[src/rtl/audio_pkg.sv]
// Shared audio definitions: sequencer states, sample width, ROM end-marker encoding
// and default tone constants.
package audio_pkg;

    localparam int SAMPLE_W            = 32;
    localparam int DEFAULT_AMPLITUDE   = 100_000_000;
    localparam int DEFAULT_BEAT_CYCLES = 2_500_000;

    typedef enum logic [1:0] {
        IDLE  = 2'd0,
        FETCH = 2'd1,
        PLAY  = 2'd2,
        DONE  = 2'd3
    } seq_state_t;

    // The end marker is the all-ones ROM word, whatever the ROM word width is.
    function automatic logic is_end_marker(input logic [31:0] q, input int width);
        logic [31:0] mask;
        mask = (width >= 32) ? 32'hFFFF_FFFF : ((32'd1 << width) - 32'd1);
        return (q & mask) == mask;
    endfunction

endpackage

[src/rtl/tone_sequencer_if.sv]
// Sample handshake between the tone sequencer and the Audio_Controller DAC FIFO.
interface tone_sequencer_if;
    import audio_pkg::*;

    logic                       audio_out_allowed;
    logic                       write_audio_out;
    logic signed [SAMPLE_W-1:0] left_out;
    logic signed [SAMPLE_W-1:0] right_out;

    modport master (
        input  audio_out_allowed,
        output write_audio_out,
        output left_out,
        output right_out
    );

    modport slave (
        output audio_out_allowed,
        input  write_audio_out,
        input  left_out,
        input  right_out
    );

endinterface

[src/rtl/tone_sequencer_square_osc.sv]
// Square-wave oscillator: half-period counter and phase; the registered sample always
// describes the cycle that follows the edge it was written on.
module square_osc
    import audio_pkg::*;
#(
    parameter int PERIOD_W  = 19,
    parameter int AMPLITUDE = DEFAULT_AMPLITUDE
) (
    input  logic                       clk,
    input  logic                       rst_n,
    input  logic [PERIOD_W-1:0]        period,
    input  logic                       clear,
    input  logic                       enable,
    output logic signed [SAMPLE_W-1:0] sample
);

    localparam logic signed [SAMPLE_W-1:0] AMP_POS = SAMPLE_W'(AMPLITUDE);
    localparam logic signed [SAMPLE_W-1:0] AMP_NEG = -AMP_POS;

    logic [PERIOD_W-1:0] half_cnt;
    logic                phase;
    logic                rest;
    logic                wrap;

    assign rest = (period == '0);
    assign wrap = !rest && (half_cnt == period - 1'b1);

    always_ff @(posedge clk or negedge rst_n) begin
        if (!rst_n) begin
            half_cnt <= '0;
            phase    <= 1'b0;
            sample   <= '0;
        end else if (clear) begin
            // A new note always starts on the negative half.
            half_cnt <= '0;
            phase    <= 1'b0;
            sample   <= rest ? '0 : AMP_NEG;
        end else if (enable && !rest) begin
            if (wrap) begin
                half_cnt <= '0;
                phase    <= ~phase;
                sample   <= phase ? AMP_NEG : AMP_POS;
            end else begin
                half_cnt <= half_cnt + 1'b1;
                sample   <= phase ? AMP_POS : AMP_NEG;
            end
        end else begin
            sample <= '0;
        end
    end

endmodule

[src/rtl/tone_sequencer.sv]
// Note-ROM driven square-wave jingle source feeding Audio_Controller; FSM, beat timing
// and ROM addressing live here, waveform generation in square_osc.
module tone_sequencer
    import audio_pkg::*;
#(
    parameter int ADDR_W      = 10,
    parameter int LAST_ADDR   = 999,
    parameter int PERIOD_W    = 19,
    parameter int BEAT_CYCLES = DEFAULT_BEAT_CYCLES,
    parameter int AMPLITUDE   = DEFAULT_AMPLITUDE,
    parameter int ROM_LATENCY = 1
) (
    input  logic                CLOCK_50,
    input  logic                reset_n,
    input  logic                play,
    input  logic                loop,
    output logic [ADDR_W-1:0]   rom_addr,
    input  logic [PERIOD_W-1:0] rom_q,
    tone_sequencer_if.master    aud,
    output logic                busy,
    output logic                done
);

    localparam int FETCH_W = $clog2(ROM_LATENCY + 1) + 1;
    localparam int BEAT_W  = $clog2(BEAT_CYCLES);

    localparam logic [FETCH_W-1:0] FETCH_LAST = FETCH_W'(ROM_LATENCY);
    localparam logic [BEAT_W-1:0]  BEAT_LAST  = BEAT_W'(BEAT_CYCLES - 1);
    localparam logic [ADDR_W-1:0]  ADDR_LAST  = ADDR_W'(LAST_ADDR);

    seq_state_t          state, state_n;
    logic [ADDR_W-1:0]   addr_n;
    logic [FETCH_W-1:0]  fetch_cnt, fetch_n;
    logic [BEAT_W-1:0]   beat_cnt, beat_n;
    logic [PERIOD_W-1:0] period_q, period_n;
    logic                osc_clear, osc_enable;
    logic signed [SAMPLE_W-1:0] sample;

    always_ff @(posedge CLOCK_50 or negedge reset_n) begin
        if (!reset_n) begin
            state     <= IDLE;
            rom_addr  <= '0;
            fetch_cnt <= '0;
            beat_cnt  <= '0;
            period_q  <= '0;
        end else begin
            state     <= state_n;
            rom_addr  <= addr_n;
            fetch_cnt <= fetch_n;
            beat_cnt  <= beat_n;
            period_q  <= period_n;
        end
    end

    always_comb begin
        state_n    = state;
        addr_n     = rom_addr;
        fetch_n    = '0;
        beat_n     = beat_cnt;
        period_n   = period_q;
        osc_clear  = 1'b0;
        osc_enable = 1'b0;
        unique case (state)
            IDLE: begin
                addr_n = '0;
                if (play) begin
                    state_n = FETCH;
                    beat_n  = '0;
                end
            end
            FETCH: begin
                if (!play) begin
                    state_n = IDLE;
                    addr_n  = '0;
                end else if (fetch_cnt == FETCH_LAST) begin
                    period_n = rom_q;
                    if (is_end_marker(32'(rom_q), PERIOD_W)) begin
                        state_n = DONE;
                        addr_n  = '0;
                    end else begin
                        state_n   = PLAY;
                        osc_clear = 1'b1;
                    end
                end else begin
                    fetch_n = fetch_cnt + 1'b1;
                end
            end
            PLAY: begin
                if (!play) begin
                    state_n = IDLE;
                    addr_n  = '0;
                end else if (beat_cnt == BEAT_LAST) begin
                    beat_n = '0;
                    if (rom_addr < ADDR_LAST) begin
                        state_n = FETCH;
                        addr_n  = rom_addr + 1'b1;
                    end else if (loop) begin
                        state_n = FETCH;
                        addr_n  = '0;
                    end else begin
                        state_n = DONE;
                        addr_n  = '0;
                    end
                end else begin
                    beat_n     = beat_cnt + 1'b1;
                    osc_enable = 1'b1;
                end
            end
            DONE: begin
                state_n = IDLE;
                addr_n  = '0;
            end
            default: begin
                state_n = IDLE;
                addr_n  = '0;
            end
        endcase
    end

    // On the latching edge the oscillator must see the freshly fetched period.
    square_osc #(
        .PERIOD_W  (PERIOD_W),
        .AMPLITUDE (AMPLITUDE)
    ) u_osc (
        .clk    (CLOCK_50),
        .rst_n  (reset_n),
        .period (osc_clear ? rom_q : period_q),
        .clear  (osc_clear),
        .enable (osc_enable),
        .sample (sample)
    );

    assign aud.write_audio_out = (state == PLAY) && aud.audio_out_allowed;
    assign aud.left_out        = sample;
    assign aud.right_out       = sample;
    assign busy                = (state != IDLE);
    assign done                = (state == DONE);

endmodule

[src/flat_wrapper.sv]
// flat-port wrapper written by rule: the top's interface ports become plain ports
module tone_sequencer_flat import audio_pkg::*;
#(
    parameter int ADDR_W      = 10,
    parameter int LAST_ADDR   = 999,
    parameter int PERIOD_W    = 19,
    parameter int BEAT_CYCLES = DEFAULT_BEAT_CYCLES,
    parameter int AMPLITUDE   = DEFAULT_AMPLITUDE,
    parameter int ROM_LATENCY = 1
)
  (CLOCK_50, reset_n, play, loop, rom_addr, rom_q, busy, done, aud_audio_out_allowed, aud_write_audio_out, aud_left_out, aud_right_out);
  tone_sequencer_if aud_i ();
  input  logic CLOCK_50;
  input  logic reset_n;
  input  logic play;
  input  logic loop;
  output logic [ADDR_W-1:0] rom_addr;
  input  logic [PERIOD_W-1:0] rom_q;
  output logic busy;
  output logic done;
  input wire logic [$bits(aud_i.audio_out_allowed)-1:0] aud_audio_out_allowed;
  output wire logic [$bits(aud_i.write_audio_out)-1:0] aud_write_audio_out;
  output wire logic [$bits(aud_i.left_out)-1:0] aud_left_out;
  output wire logic [$bits(aud_i.right_out)-1:0] aud_right_out;
  assign aud_i.audio_out_allowed = aud_audio_out_allowed;
  assign aud_write_audio_out = aud_i.write_audio_out;
  assign aud_left_out = aud_i.left_out;
  assign aud_right_out = aud_i.right_out;
  tone_sequencer #(.ADDR_W(ADDR_W), .LAST_ADDR(LAST_ADDR), .PERIOD_W(PERIOD_W), .BEAT_CYCLES(BEAT_CYCLES), .AMPLITUDE(AMPLITUDE), .ROM_LATENCY(ROM_LATENCY)) u_core (.CLOCK_50(CLOCK_50), .reset_n(reset_n), .play(play), .loop(loop), .rom_addr(rom_addr), .rom_q(rom_q), .aud(aud_i), .busy(busy), .done(done));
endmodule
[config.mk]
export PLATFORM = sky130hd
export DESIGN_NAME = tone_sequencer_flat
export DESIGN_NICKNAME = d
export VERILOG_FILES = /design/src/rtl/audio_pkg.sv /design/src/rtl/tone_sequencer_if.sv /design/src/rtl/tone_sequencer_square_osc.sv /design/src/rtl/tone_sequencer.sv /design/src/flat_wrapper.sv
export SDC_FILE = /design/constraint.sdc
export NUM_CORES = 1
export LEC_CHECK = 0
export ABC_CLOCK_PERIOD_IN_PS = 6300
export CAP_MARGIN = 30
export CORE_ASPECT_RATIO = 0.8
export CORE_UTILIZATION = 54
export CTS_CLUSTER_DIAMETER = 30
export CTS_CLUSTER_SIZE = 28
export DETAILED_ROUTE_END_ITERATION = 8
export PLACE_DENSITY = 0.8
export SLEW_MARGIN = 20
export SYNTH_ARGS = -nofsm -noshare
export SYNTH_HDL_FRONTEND = slang
export SYNTH_SLANG_ARGS = --single-unit
[constraint.sdc]
create_clock -name CLOCK_50 -period 6.3 [get_ports CLOCK_50]
set_input_delay 0.945 -clock CLOCK_50 [delete_from_list [all_inputs] [get_ports CLOCK_50]]
set_output_delay 0.945 -clock CLOCK_50 [all_outputs]
set_load 0.1 [all_outputs]
==> summary.md <==
| Metric | Value |
|---|---|
| Status | finished, final reports clean |
| Final Setup Violations | 0 |
| TNS Setup | 0 ns |
| # fillers | 938 |
| Initial antenna violation count | 0 |
| DIE AREA | 0.0109 mm2 |
| H-tree depth | 3 |
| CP cell instances | clkdlybuf4s50_1 -> nand3_1 -> nor2_2 -> a21oi_1 -> buf_4 -> mux2i_1 -> ha_1 -> nand2b_1 -> nor3_1 -> nand2_1 -> xor2_1 -> mux2i_1 -> xor2_1 -> or4_1 -> or4_4 -> o21ai_4 -> nor2_1 |
| Initial Util | 55.4% |
| Residual DRC | 0 |
| Slew HR | 34.6% |
| PwrDens | 261 mW/mm2 |
| Synth Flop Type | dfrtp_1 |
| Vias in the first global route | 4617 |
| Seq/Total Area, Yosys | 34.4% |
| GR Util All Layers | 27.1% |
| Die X | 117 um |
| WP data required | 6.52 ns |
| Leakage Power | 2.81 nW |
| DR WL/cell | 16.4 um |
| Fin. Hold Viols | 0 |
| Cts-stage hold buffer count | 0 |
| Clock Skews | 0.00795 ns |
| Syn-to-layout area delta | 15.1% |
| Sequential Area | 0.00195 mm2 |
| Worst path arrival time | 5.75 ns |
| DR pass1 iterations | 5 |
| Met2 GRT Util | 40.9% |
| Crit. End Element | flop |
| Detail Placement HPWL | 10500 um |
| Busiest grt layer | met2 |
| Via-to-Cell Ratio | 5.85 |
| Met3 global-route usage | 6.26% |
| Clock Path Buffers | 2 |
| WS Path Type | in -> reg |
| CTS root buffer | clkbuf_16 |
| Vias | 5132 |
| First-pass GRT wire length | 22800 um |
| Nets | 761 |
| Top post-synthesis cells by area | dfrtp_1 (34%), buf_4 (8.2%), nand2_1 (8.1%) |
| Sink Count | 78 |
| Layout cells sized above 1 | 5.56% |
| Mapped Cells | 705 |
| RSZ-0062 raised after global routing | no |
| CP Launch Type | input port |
| Yosys reg bits | 78 |
| Core Box Area | 0.0102 mm2 |
| Share of the synthesized area in the top cell type | 34.4% |
| Worst slew pin tran | 0.978 ns |
| Worst slack, placed | 0.496 ns |
| Die H | 93.7 um |
| VDD IR max | 0.213 mV |
| M1 GR Usage | 39.0% |
| Cell taking the most area after synthesis | dfrtp_1 |
| Ant diodes | 0 |
| GP Congestion | 0.953 |
| Asr flop ratio synth | 100% |
| Syn Area/Cell | 8.05 um2 |
| Clock slew at reported path FFs | 0.06 ns |
| Worst min path class | reg -> reg |
| Multi-input logic area | 0.00318 mm2 |
| PnR worst setup slack | 0.766 ns |
| Ys Warns | 0 |
| Netlist cell types | 58 |
| Routed WL | 14400 um |
| Fmax | 181 MHz |
| Max stage delay on crit path | 0.69 ns |
| GRT Residual Overflow | 0 |
| Number of synthesized flops with an enable pin | 0 |
| Largest net degree at the start of global routing | 79 |
| Cell area after synthesis | 0.00567 mm2 |
| CTS tree | yes |
| Count leader, synth | nand2_1 |
| Clock Latency Late Sink | 0.35 ns |
| Port Buffers | 84 |
| Initial DRC count | 295 |
| MaxCap Viol Count | 0 |
| Worst Path Max Fanout | 12 |
| Row Count | 33 |
| I/O pins | 101 |
| CP max-delay cell | clkdlybuf4s50_1 |
| Number of setup buffers added after CTS | 0 |
| ANT nets after route | 0 |
| Cts bufs inserted | 9 |
| Most common library cells after synthesis | nand2_1 (123), dfrtp_1 (78), buf_4 (62), nor2_1 (56), o21ai_0 (53) |
| Final Cycle Share | 87.8% |
| Min Clock Period, post-route | 5.53 ns |
| CTS resizes | 0 |
| Slew Viols, Final | 0 |
[flip-flops by register name, summed over array words and instances (netlist names)]
| name | count |
|---|---|
| u_core.u_osc.half_cnt | 19 |
| u_core.u_osc.sample | 3 |
| u_core.u_osc.phase | 1 |
| u_core.fetch_cnt | 2 |
| u_core.state | 2 |
| u_core.beat_cnt | 22 |
| u_core.rom_addr | 10 |
| u_core.period_q | 19 |
[worst max-delay path: cells and delay by family]
kind	cells	cell delay [ns]
AO/OA/AOI/OAI	2	0.54
XOR/XNOR	2	0.27
adder cells (fa/ha/maj)	1	0.34
buffers and inverters	2	0.91
multiplexers	2	0.41
AND/OR/NAND/NOR	8	2.31
[stage by stage]
step / area (um2) / hold slack [ns] / std cells / util [%] / power [mW]
CTS: 6490 / 0.456 / 875 / 63.4 / 1.70
global route: 6530 / 0.496 / 877 / 63.8 / 1.79
global placement: 6200 / 0.438 / 858 / 60.5 / 1.20
finish: 6530 / 0.458 / 877 / 63.8 / 1.71
detailed placement: 6210 / 0.448 / 859 / 60.6 / 1.20
floorplan: 5730 / 0.427 / 720 / - / 1.07
[report_power, final]
part           total, mW  switching, mW  internal, mW
registers          0.620         0.0726         0.547
logic              0.587          0.372         0.215
clock network      0.499          0.219         0.280
total               1.71          0.664          1.04
[path summary, 6_finish.rpt]
check | from | end | slack, ns | cells after the start
setup / recovery | rom_q[0] | u_core.u_osc.half_cnt[9] | 0.77 | 17
hold / removal | u_core.fetch_cnt[0] | u_core.fetch_cnt[0] | 0.46 | 1
min in group asynchronous | reset_n | u_core.beat_cnt[18] | 0.54 | 1
setup reg to reg | u_core.state[0] | u_core.u_osc.half_cnt[9] | 1.63 | 16
hold reg to reg | u_core.fetch_cnt[0] | u_core.fetch_cnt[0] | 0.46 | 1
max in group asynchronous | reset_n | u_core.period_q[9] | 5.18 | 2
[cell families (layout without fill, tap and decap cells)]
kind of cell    Yosys count  in the layout  share of synthesized area (%)
buf+inv                  95            112                           10.6
mux                      17             17                           3.09
simple gates            341            341                           29.3
fa+ha+maj                 5              5                           1.10
other cells               1             16                         0.0661
flops                    78             78                           34.4
compound gates          107            107                           11.6
xor+xnor                 61             61                           9.90
[layout make-up]
cell class | instances | area share, %
clock inverters | 6 | 0.671
flip-flops and latches | 78 | 29.9
well taps | 140 | 2.68
inverters | 3 | 0.172
multi-input cells | 547 | 48.7
clock buffers | 10 | 3.66
repair buffers | 93 | 14.2
[cells in the final DEF (no fill, tap or decap), drive strengths merged, types with 11 or more instances in the layout]
cell           Yosys  layout
conb               1      16
mux2i             13      13
nand2            123     123
dfrtp             78      78
nand4             11      11
nor3              30      30
nand3             33      33
xnor2             27      27
and3              23      23
clkdlybuf4s50      0      83
a21oi             13      13
nor2              57      57
o21ai             55      55
xor2              32      32
[layer usage]
metal / wire length [um] / share of wire, %
met5: 0 / 0
met3: 1240 / 8.6
met2: 6290 / 44
met1: 6660 / 46
met4: 180 / 1.3
(Power assumes the default switching activity.)
